## config.mk

```make
export PLATFORM = sky130hd
export DESIGN_NAME = difftest_commit_ctrl
export DESIGN_NICKNAME = d
export VERILOG_FILES = /design/src/rtl/difftest_commit_ctrl.sv
export SDC_FILE = /design/constraint.sdc
export NUM_CORES = 1
export LEC_CHECK = 0
export CORE_MARGIN = 2
export CORE_UTILIZATION = 54
export CTS_CLUSTER_DIAMETER = 120
export DETAILED_ROUTE_END_ITERATION = 10
export PLACE_DENSITY = 0.79
export SYNTH_ARGS = -nofsm -noshare
export SYNTH_HDL_FRONTEND = slang
export SYNTH_SLANG_ARGS = --single-unit
```

## constraint.sdc

```tcl
create_clock -name clk -period 4.4 [get_ports clk]
set_input_delay 0.66 -clock clk [delete_from_list [all_inputs] [get_ports clk]]
set_output_delay 0.66 -clock clk [all_outputs]
set_load 0.02 [all_outputs]
```

## src/rtl/difftest_commit_ctrl.sv

```systemverilog
// Commit sequencer between NPC writeback and the DPI-C difftest checker: FWFT FIFO,
// valid/ready back-pressure, halt draining, instret. Optional watchdog: DIFFTEST_WDOG_EN.
module difftest_commit_ctrl #(
  parameter int unsigned DEPTH      = 4,
  parameter int unsigned WDOG_LIMIT = 1024
) (
  input  logic        clk,
  input  logic        rst_n,
  input  logic        dt_en,
  input  logic        cmt_valid,
  output logic        cmt_ready,
  input  logic [31:0] cmt_pc,
  input  logic        cmt_skip,
  input  logic        cmt_halt,
  input  logic        cmt_rd_wen,
  input  logic [4:0]  cmt_rd,
  input  logic [31:0] cmt_rd_data,
  output logic        dt_valid,
  input  logic        dt_ready,
  output logic [31:0] dt_pc,
  output logic        dt_skip,
  output logic        dt_rd_wen,
  output logic [4:0]  dt_rd,
  output logic [31:0] dt_rd_data,
  output logic [31:0] instret,
  output logic        halted,
  output logic        err
);

  localparam int unsigned AW = $clog2(DEPTH);

  if (DEPTH < 2 || (DEPTH & (DEPTH - 1)) != 0 || WDOG_LIMIT < 1) begin : g_bad_cfg
    $error("difftest_commit_ctrl: DEPTH must be a power of two >= 2, WDOG_LIMIT >= 1");
  end

  typedef enum logic [2:0] {
    IDLE,
    RUN,
    DRAIN,
    HALTED,
    ERROR
  } state_t;

  typedef struct packed {
    logic [31:0] pc;
    logic        skip;
    logic        halt;
    logic        rd_wen;
    logic [4:0]  rd;
    logic [31:0] rd_data;
  } entry_t;

  state_t        state, state_nxt;
  entry_t        mem [DEPTH];
  entry_t        head;
  entry_t        wr_entry;
  logic [AW-1:0] rptr, wptr;
  logic [AW:0]   count;
  logic          full, empty;
  logic          push, pop;
  logic          wdog_expire;

  assign full  = (count == (AW+1)'(DEPTH));
  assign empty = (count == '0);
  assign head  = mem[rptr];

  assign cmt_ready = (state == RUN) && !full;
  assign dt_valid  = !empty && ((state == RUN) || (state == DRAIN));
  assign push      = cmt_valid && cmt_ready;
  assign pop       = dt_valid && dt_ready;

  always_comb begin
    wr_entry         = '0;
    wr_entry.pc      = cmt_pc;
    wr_entry.skip    = cmt_skip;
    wr_entry.halt    = cmt_halt;
    wr_entry.rd_wen  = cmt_rd_wen && (cmt_rd != 5'd0);
    wr_entry.rd      = cmt_rd;
    wr_entry.rd_data = cmt_rd_data;
  end

  // Storage is not reset; the outputs are masked while nothing valid is presented.
  always_ff @(posedge clk) begin
    if (rst_n && push) mem[wptr] <= wr_entry;
  end

  always_ff @(posedge clk) begin
    if (!rst_n) begin
      rptr    <= '0;
      wptr    <= '0;
      count   <= '0;
      instret <= '0;
    end else begin
      if (push) wptr <= wptr + 1'b1;
      if (pop) begin
        rptr    <= rptr + 1'b1;
        instret <= instret + 32'd1;
      end
      if (push && !pop)      count <= count + 1'b1;
      else if (pop && !push) count <= count - 1'b1;
    end
  end

`ifdef DIFFTEST_WDOG_EN
  localparam int unsigned WW = $clog2(WDOG_LIMIT + 1);
  logic [WW-1:0] wdog;

  assign wdog_expire = (state == RUN) && !push && (wdog == WW'(WDOG_LIMIT - 1));

  always_ff @(posedge clk) begin
    if (!rst_n || state != RUN || push) wdog <= '0;
    else                                wdog <= wdog + 1'b1;
  end

  assign err = (state == ERROR);
`else
  assign wdog_expire = 1'b0;
  assign err         = 1'b0;
`endif

  always_ff @(posedge clk) begin
    if (!rst_n) state <= IDLE;
    else        state <= state_nxt;
  end

  always_comb begin
    state_nxt = state;
    unique case (state)
      IDLE:    if (dt_en) state_nxt = RUN;
      RUN: begin
        if (push && cmt_halt) state_nxt = DRAIN;
        else if (wdog_expire) state_nxt = ERROR;
      end
      // The halt entry is always the last one queued, so its pop empties the FIFO.
      DRAIN:   if (pop && head.halt) state_nxt = HALTED;
      HALTED:  state_nxt = HALTED;
      ERROR:   state_nxt = ERROR;
      default: state_nxt = IDLE;
    endcase
  end

  assign halted = (state == HALTED);

  always_comb begin
    dt_pc      = '0;
    dt_skip    = 1'b0;
    dt_rd_wen  = 1'b0;
    dt_rd      = '0;
    dt_rd_data = '0;
    if (dt_valid) begin
      dt_pc      = head.pc;
      dt_skip    = head.skip;
      dt_rd_wen  = head.rd_wen;
      dt_rd      = head.rd;
      dt_rd_data = head.rd_data;
    end
  end

endmodule

```

### Word-level counts from Yosys, hierarchy flattened

Memories as Yosys holds them, arrays and structs flattened. A register that Yosys moved wholly into a read port is not among the register bits.
Index checks and enable logic that the tools add are counted.
Widths: inputs -> output; s select.

| storage, ports and cells | value |
|---|---|
| bits in registers | 42 |
| memory bits (writable) | 288 |
| bits of input ports | 77 |
| output and inout bits | 107 |
| logic and storage cells | 54 |
| memories kept | 1 |

Memories:

| name | depth | bits a word | read ports | clocked after memory_dff | wr ports | RTL line | text |
|---|---|---|---|---|---|---|---|
| mem | 4 | 72 | 1 | 1 | 1 | 54 | `entry_t mem [DEPTH];` |

| cells by class | value |
|---|---|
| add/subtract/negate cells | 5 |
| equal/unequal tests | 8 |
| multiplexer cells | 15 |
| reduce and logical (&&, ||, !) cells | 20 |

Operators by type and width:

| operator | number |
|---|---|
| $mux 32 | 2 |
| $add 32x1->32 const B | 1 |
| $mux 3 | 5 |
| $pmux 3 s5 | 1 |
| $logic_and 1x1->1 | 10 |
| $eq 3x2->1 const B | 2 |
| $eq 3x3->1 const B | 2 |
| $logic_not 3->1 | 2 |
| $mux 5 | 1 |
| $reduce_bool 5->1 | 1 |
| $add 2x1->2 const B | 2 |
| $logic_not 1->1 | 4 |
| $mux 1 | 4 |
| $mux 2 | 2 |
| $ne 2x1->1 const B | 2 |
| $add 3x1->3 const B | 1 |
| $eq 3x1->1 const B | 1 |
| $reduce_and 3->1 | 1 |
| $sub 3x1->3 const B | 1 |
| $ne 2x2->1 const B | 1 |
| $reduce_bool 2->1 | 1 |
| $logic_or 1x1->1 | 1 |

### Longest topological paths before layout

Gate-level depths: netlist of the first run.

| logic depth | value |
|---|---|
| depth in word-level cells | 8 |
| mapped depth | 10 |
| gate-level depth less buffers | 8 |

### Least setup slack after synthesis of the first run

No wires, ideal clock.

| timing path | value |
|---|---|
| kind | input to register |
| from | in rst_n |
| to | mem mem[3][0] (netlist bit) (enable) |
| setup time | 0.438 ns |
| data arrival time | 2.981 ns |
| required time | 3.962 ns |
| path slack | 0.981 ns |
| stages on the path | 3 |
| buffers on the path | 2 |
| cells stage by stage | clkbuf_1 -> clkbuf_1 -> and3_1 |

| between the ends | value |
|---|---|
| cells in the longest elaborated chain, start to end | 3 |

Ends and longest elaborated chain:

| what | RTL line | text |
|---|---|---|
| from (decl) | 8 | `input logic rst_n,` |
| $logic_and 1x1->1 | 84 | `if (rst_n && push) mem[wptr] <= wr_entry;` |
| $mux 1 | 84 |  |
| $mux 1 (implied by the code) | 84 |  |
| to (decl) | 54 |  |

No other way between the ends.

### Final worst setup path of the first run

| timing path | value |
|---|---|
| from | reg state[0] |
| to | out dt_pc[28] |

| between the ends | value |
|---|---|
| cells in the longest elaborated chain, start to end | 4 |
| elaborated cells on any way between the ends | 5 |
| classes of those cells | eq/ne (2); mux (1); reduce/logical (2) |

Ends and longest elaborated chain:

| what | RTL line | text |
|---|---|---|
| from (decl) | 53 | `state_t state, state_nxt;` |
| from (signal assigned) | 123 | `else state <= state_nxt;` |
| $eq 3x1->1 or $eq 3x2->1 (tied branches) | 68 | `assign dt_valid = !empty && ((state == RUN) \|\| (state == DRAIN));` |
| $logic_or 1x1->1 * | 68 |  |
| $logic_and 1x1->1 * | 68 |  |
| $mux 32 * | 150 | `if (dt_valid) begin` |
| to (decl) | 20 | `output logic [31:0] dt_pc,` |

Every way passes the cells marked *; elsewhere a longest branch is shown, timed or not.

==> flow_summary_export.csv, run 1 <==
group,metric,value,unit
finish,final_common_cell,"edfxtp_1",
clock_tree,root_buffer,"clkbuf_16",
drt,wl_met3,1.74,mm
critical_path,crit_type,"reg2out",
grt,overflow,0,
synth,synthesis.instances,717,
synth,yosys_warnings,0,
synth,synth_xor_area_frac,0.00460,
timing,hold_slack,0.481,ns
drt,routed_wl,27.0,mm
clock_tree,cts_resized,0,
min_path,holdCritPathClass,"reg2reg",
finish,multi_input_area,0.00333,mm^2
drt,drt-met1-wl,11.2,mm
finish,final_core_util,0.692,
clock_tree,hold_buffers,0,
critical_path,cp.required,3.74,ns
finish,regArea,0.00954,mm^2
synth,yosysSeqAreaShare,0.730,
critical_path,cp_data_arrival_time,3.09,ns
drt,antenna_left,0,
pwr,comb_power_share,0.110,
timing,fin_crit_sh,0.853,
floorplan,fp.dieH,159,um
timing,finalHoldViolations,0,
clock_tree,post_cts_buffers,0,
drt,vias,7182,
clock_tree,tritoncts,"done",
clock_tree,clock_latency,0.51,ns
synth,synth_seq_cells,332,
placed_design,numPortBuffers,182,
clock_tree,cts_buffer_depth,3,
timing,setup_viol,0,
drt,drc_errors,0,
timing,min_period,3.75,ns
synth,synth_top_family_by_area,"multiplexers",
floorplan,core-area,0.0236,mm^2
status,status,"finished, final reports clean",
pwr,peakVddDrop,0.375,mV
floorplan,ios,184,
finish,finalNetCount,995,
synth,ys_types,39,
grt,grt_pass1_wl,41.9,mm
floorplan,die_x,159,um
synth,synth-simple-area-share,0.0843,
drt,routed.top_layer,"met5",
clock_tree,path_clk_slew,0.06,ns
critical_path,rr_worst_depth,8,
timing,clock_skew,0.0166,ns
finish,area_growth,25.3,%
pwr,p_clk_frac,0.383,
floorplan,die_area,0.0254,mm^2
finish,layout_common_cells,"edfxtp_1 (288), clkdlybuf4s50_1 (182), and2_1 (75)",
timing,slew_violations,0,
pwr,seqPwrFrac,0.507,
grt,grt_max_degree,73,
synth,synth-adder-area-share,0.00729,
drt,drt_iter0_markers,552,
timing,max_freq,267,MHz
grt,track_usage,0.214,
pwr,p_sw,0.00155,W
critical_path,crit_path_start_kind,"flip-flop",
synth,syn_area,0.0130,mm^2
critical_path,crit_fanout,32,
flow_run,drv_cap,0,
finish,drive_gt1_frac,0.151,
drt,routed_via_density,5.73,
pwr,switching_share,0.225,
drt,wl_per_cell,21.5,um
grt,grt_pass1_vias,7452,
finish,final_area,0.0163,mm^2
synth,synth_compound_area_frac,0.0271,
min_path,min_path_cells,2,
placed_design,globalplace.congestion,0.787,
clock_tree,cts_sinks,332,
timing,tns,0,ns
drt,wl_met2,13.6,mm
clock_tree,cts_buffers,35,
finish,nFillCells,1532,
timing,rsz0062_at_grt,"false",
grt,antenna_found_initial,1,
synth,syn_avg_cell_area,18.2,um^2
pwr,powerDensity,423,mW/mm^2
clock_tree,cts-htree-levels,2,
pwr,p_leak,5.10,nW
floorplan,row_count,56,
critical_path,endpoint_kind,"output port",
synth,synth_nets,801,
pwr,internal-power,0.00536,W
floorplan,start_util,0.553,
timing,worst_pin_slew,0.731,ns
placed_design,placedInstanceArea,0.0153,mm^2
synth,synth_mux_area_frac,0.130,
drt,first_pass_iters,5,
timing,relSlewSlack,0.509,
placed_design,place.detailed.hpwl,16.3,mm
state kept, by name (all words and copies together) (netlist names), named ones only:
register  count
instret      32
mem         288
count         3
wptr          2
rptr          2
state         3
synthesized netlist by cell type:
master	n	area, um^2
buf_4	1	7.51
o21ai_0	11	55.1
clkbuf_1	25	93.8
ha_1	6	75.1
fa_1	1	20.0
a211oi_1	1	7.51
mux2i_1	8	80.1
conb_1	1	3.75
nand3_1	12	60.1
a2111oi_2	1	15.0
or3b_2	1	8.76
buf_1	6	22.5
nor2_1	7	26.3
nand4_1	14	87.6
or4_1	16	120
dfxtp_1	44	881
xor2_1	4	35.0
clkbuf_2	1	5.00
buf_2	6	30.0
nand2b_1	7	43.8
o31ai_1	15	113
xor2_2	1	16.3
a311oi_1	1	8.76
nor4_1	7	43.8
and2_1	75	469
edfxtp_1	288	8650
o21a_1	1	7.51
mux4_2	72	1620
inv_1	11	41.3
nor3b_1	1	7.51
o41ai_1	1	8.76
clkinv_1	1	3.75
a21oi_1	26	130
xnor2_1	1	8.76
or3_1	11	68.8
o311ai_0	1	8.76
and4_1	5	43.8
and3_1	9	56.3
nand2_1	17	63.8
worst paths after layout:
check | from | slack [ns] | end
worst max-delay path | state[0] | 0.65 | dt_pc[28]
worst min-delay path | instret[31] | 0.48 | instret[31]
worst max register to register | state[0] | 1.85 | count[2]
worst min register to register | instret[31] | 0.48 | instret[31]
through the flow:
stage	power (W)	instances	setup slack [ns]
2_1_floorplan	0.00398	717	0.981
3_3_place_gp	0.00432	1193	1.25
3_5_place_dp	0.00434	1193	1.12
4_1_cts	0.00697	1253	0.586
5_1_grt	0.00714	1253	0.382
6_report	0.00691	1254	0.648
power by group through the flow:
| stage | registers (W) | logic (W) | clock network [W] |
|---|---|---|---|
| floorplan | 0.00355 | 0.000423 | 0 |
| global placement | 0.00357 | 0.000749 | 0 |
| detailed placement | 0.00357 | 0.000764 | 0 |
| CTS | 0.00351 | 0.000771 | 0.00270 |
| global route | 0.00351 | 0.000813 | 0.00282 |
| finish | 0.00350 | 0.000760 | 0.00265 |
metal layers:
metal  track usage  vias to the layer above
li1              -                     3277
met4        0.0587                        2
met3        0.0524                       42
met2         0.361                      232
met1         0.280                     3629
met5             0                        -
kinds of logic after synthesis:
logic type               after synthesis
flip-flops                           332
AND/OR/NAND/NOR                      182
multiplexers                          80
AO/OA/AOI/OAI                         58
buffers and inverters                 51
adder cells (fa/ha/maj)                7
XOR/XNOR                               6
other                                  1
cell type report:
type	count	share of cell area
clock inverters	14	0.00528
multi-input cells	334	0.204
repair buffers	196	0.122
well taps	319	0.0244
flip-flops and latches	332	0.583
diodes	1	0.000153
inverters	12	0.00276
clock buffers	46	0.0574
worst max-delay path, stage by stage, from the launching register on:
cell and delay (ns):
dfxtp_1 0.46, xor2_2 0.26, nand3_1 0.24, inv_2 0.44, buf_4 0.35, and2_1 0.19, clkdlybuf4s50_1 0.61
Note: power is estimated with default switching activity, not from simulation.
==> run 2: changes to the inputs <==
Settings changed: CAP_MARGIN from default to 0, SLEW_MARGIN from default to 15.
==> results of run 2 <==
No change in the layout: final DEF, timing and power equal those of run 1.
==> run 3: changes to the inputs <==
Settings changed: RECOVER_POWER from default to 50, SLEW_MARGIN 15 to 20.
==> flow_summary_export.csv, run 3 (same netlist as run 1, synthesis figures left out) <==
group,metric,value,unit
grt,track_usage,0.214,
pwr,p_leak,5.16,nW
timing,worst_pin_slew,1.54,ns
min_path,holdCritPathClass,"reg2reg",
status,status,"complete, but fails checks",
timing,min_period,3.77,ns
pwr,p_sw,0.00156,W
finish,final_core_util,0.692,
drt,first_pass_iters,5,
timing,fin_crit_sh,0.856,
pwr,switching_share,0.226,
finish,largest_register_ffs,288,
clock_tree,root_buffer,"clkbuf_16",
pwr,power,0.00690,W
drt,routed_via_density,5.76,
drt,vias,7234,
timing,finalHoldViolations,0,
pwr,p_clk_frac,0.384,
timing,clock_skew,0.0146,ns
grt,grt_pass1_wl,41.9,mm
clock_tree,tritoncts,"done",
floorplan,start_util,0.553,
pwr,powerDensity,423,mW/mm^2
floorplan,die_x,159,um
placed_design,dp_slack,1.12,ns
finish,reg_top3,"mem x288, instret x32",
finish,finalNetCount,995,
placed_design,globalplace.congestion,0.787,
clock_tree,cts-htree-levels,2,
floorplan,fp.dieH,159,um
critical_path,crit_fanout,32,
floorplan,die_area,0.0254,mm^2
critical_path,endpoint_kind,"output port",
floorplan,row_count,56,
status,failed_checks,"max-capacitance violations, max-slew violations",
clock_tree,post_cts_buffers,0,
floorplan,core-area,0.0236,mm^2
timing,max_freq,265,MHz
finish,layout_common_cells,"edfxtp_1 (288), clkdlybuf4s50_1 (97), dlygate4sd3_1 (85)",
clock_tree,cts_buffer_depth,3,
floorplan,ios,184,
drt,drt_iter0_markers,572,
finish,drive_gt1_frac,0.148,
finish,final_area,0.0163,mm^2
grt,grt_max_degree,73,
finish,regMostFlops,"mem",
clock_tree,cts_sinks,332,
timing,rsz0062_at_grt,"false",
timing,relSlewSlack,-0.0240,
flow_run,drv_cap,1,
timing,fin_ws,0.633,ns
finish,area_growth,25.2,%
pwr,peakVddDrop,0.376,mV
pwr,internal-power,0.00534,W
pwr,comb_power_share,0.108,
critical_path,cp_data_arrival_time,3.11,ns
timing,setup_viol,0,
drt,drc_errors,0,
drt,wl_per_cell,21.5,um
grt,grt_pass1_vias,7452,
grt,antenna_found_initial,8,
timing,slew_violations,29,
clock_tree,clock_latency,0.52,ns
grt,overflow,0,
placed_design,place.detailed.hpwl,16.3,mm
clock_tree,cts_resized,0,
clock_tree,cts_buffers,35,
drt,routed_wl,27.0,mm
critical_path,cp.required,3.74,ns
clock_tree,path_clk_slew,0.06,ns
critical_path,crit_path_start_kind,"flip-flop",
timing,tns,0,ns
placed_design,numPortBuffers,182,
clock_tree,hold_buffers,0,
finish,final_common_cell,"edfxtp_1",
placed_design,placedInstanceArea,0.0153,mm^2
critical_path,crit_type,"reg2out",
finish,nFillCells,1538,
pwr,seqPwrFrac,0.508,
drt,antenna_left,0,
[run 3: cell types whose count changed in the layout (fill, tap and decap cells not counted)]
cell / delta
diode_2: +2
and3_1: +1
and3_4: -1
dlygate4sd3_1: +85
buf_4: -2
clkbuf_1: +2
clkdlybuf4s50_1: -85
[run 3: critical path, cell delays in order (launching register included)]
cell and delay (ns):
dfxtp_1 0.47, xor2_2 0.26, nand3_1 0.25, inv_2 0.44, buf_4 0.34, and2_1 0.19
clkdlybuf4s50_1 0.61
[run 3: final timing paths]
kind	startpoint	endpoint	slack, ns	cells past startpoint
min	instret[31]	instret[31]	0.48	2
max	state[0]	dt_pc[28]	0.63	6
max reg2reg	state[0]	mem[3][54]	1.27	4
min reg2reg	instret[31]	instret[31]	0.48	2
[run 3: metal layers]
metal	wire length, um	part of all wire	GRT usage
met1	11200	0.42	0.280
met2	13500	0.50	0.361
met5	55	0.0020	0
met4	511	0.019	0.0587
met3	1720	0.064	0.0524
[run 3: power groups by stage]
stage / Sequential [W] / Clock [W] / Combinational (W)
floorplan: 0.00355 / 0 / 0.000423
global placement: 0.00357 / 0 / 0.000749
detailed placement: 0.00357 / 0 / 0.000764
CTS: 0.00351 / 0.00270 / 0.000771
global route: 0.00351 / 0.00282 / 0.000799
finish: 0.00350 / 0.00265 / 0.000745
[run 3: layout make-up]
cell class                 count  area, um^2  area share
multi-input combinational    334        3330       0.204
timing repair buffer         196        1990       0.122
clock buffer                  46         938      0.0574
inverter                      12        45.0     0.00276
antenna                        3        7.51    0.000460
clock inverter                14        86.3     0.00528
sequential                   332        9540       0.584
tap                          319         399      0.0244
[run 3: stage by stage]
step                hold slack, ns  std cells
detailed placement           0.465       1193
CTS                          0.476       1253
global route                 0.510       1254
floorplan                    0.453        717
finish                       0.479       1256
global placement             0.452       1193
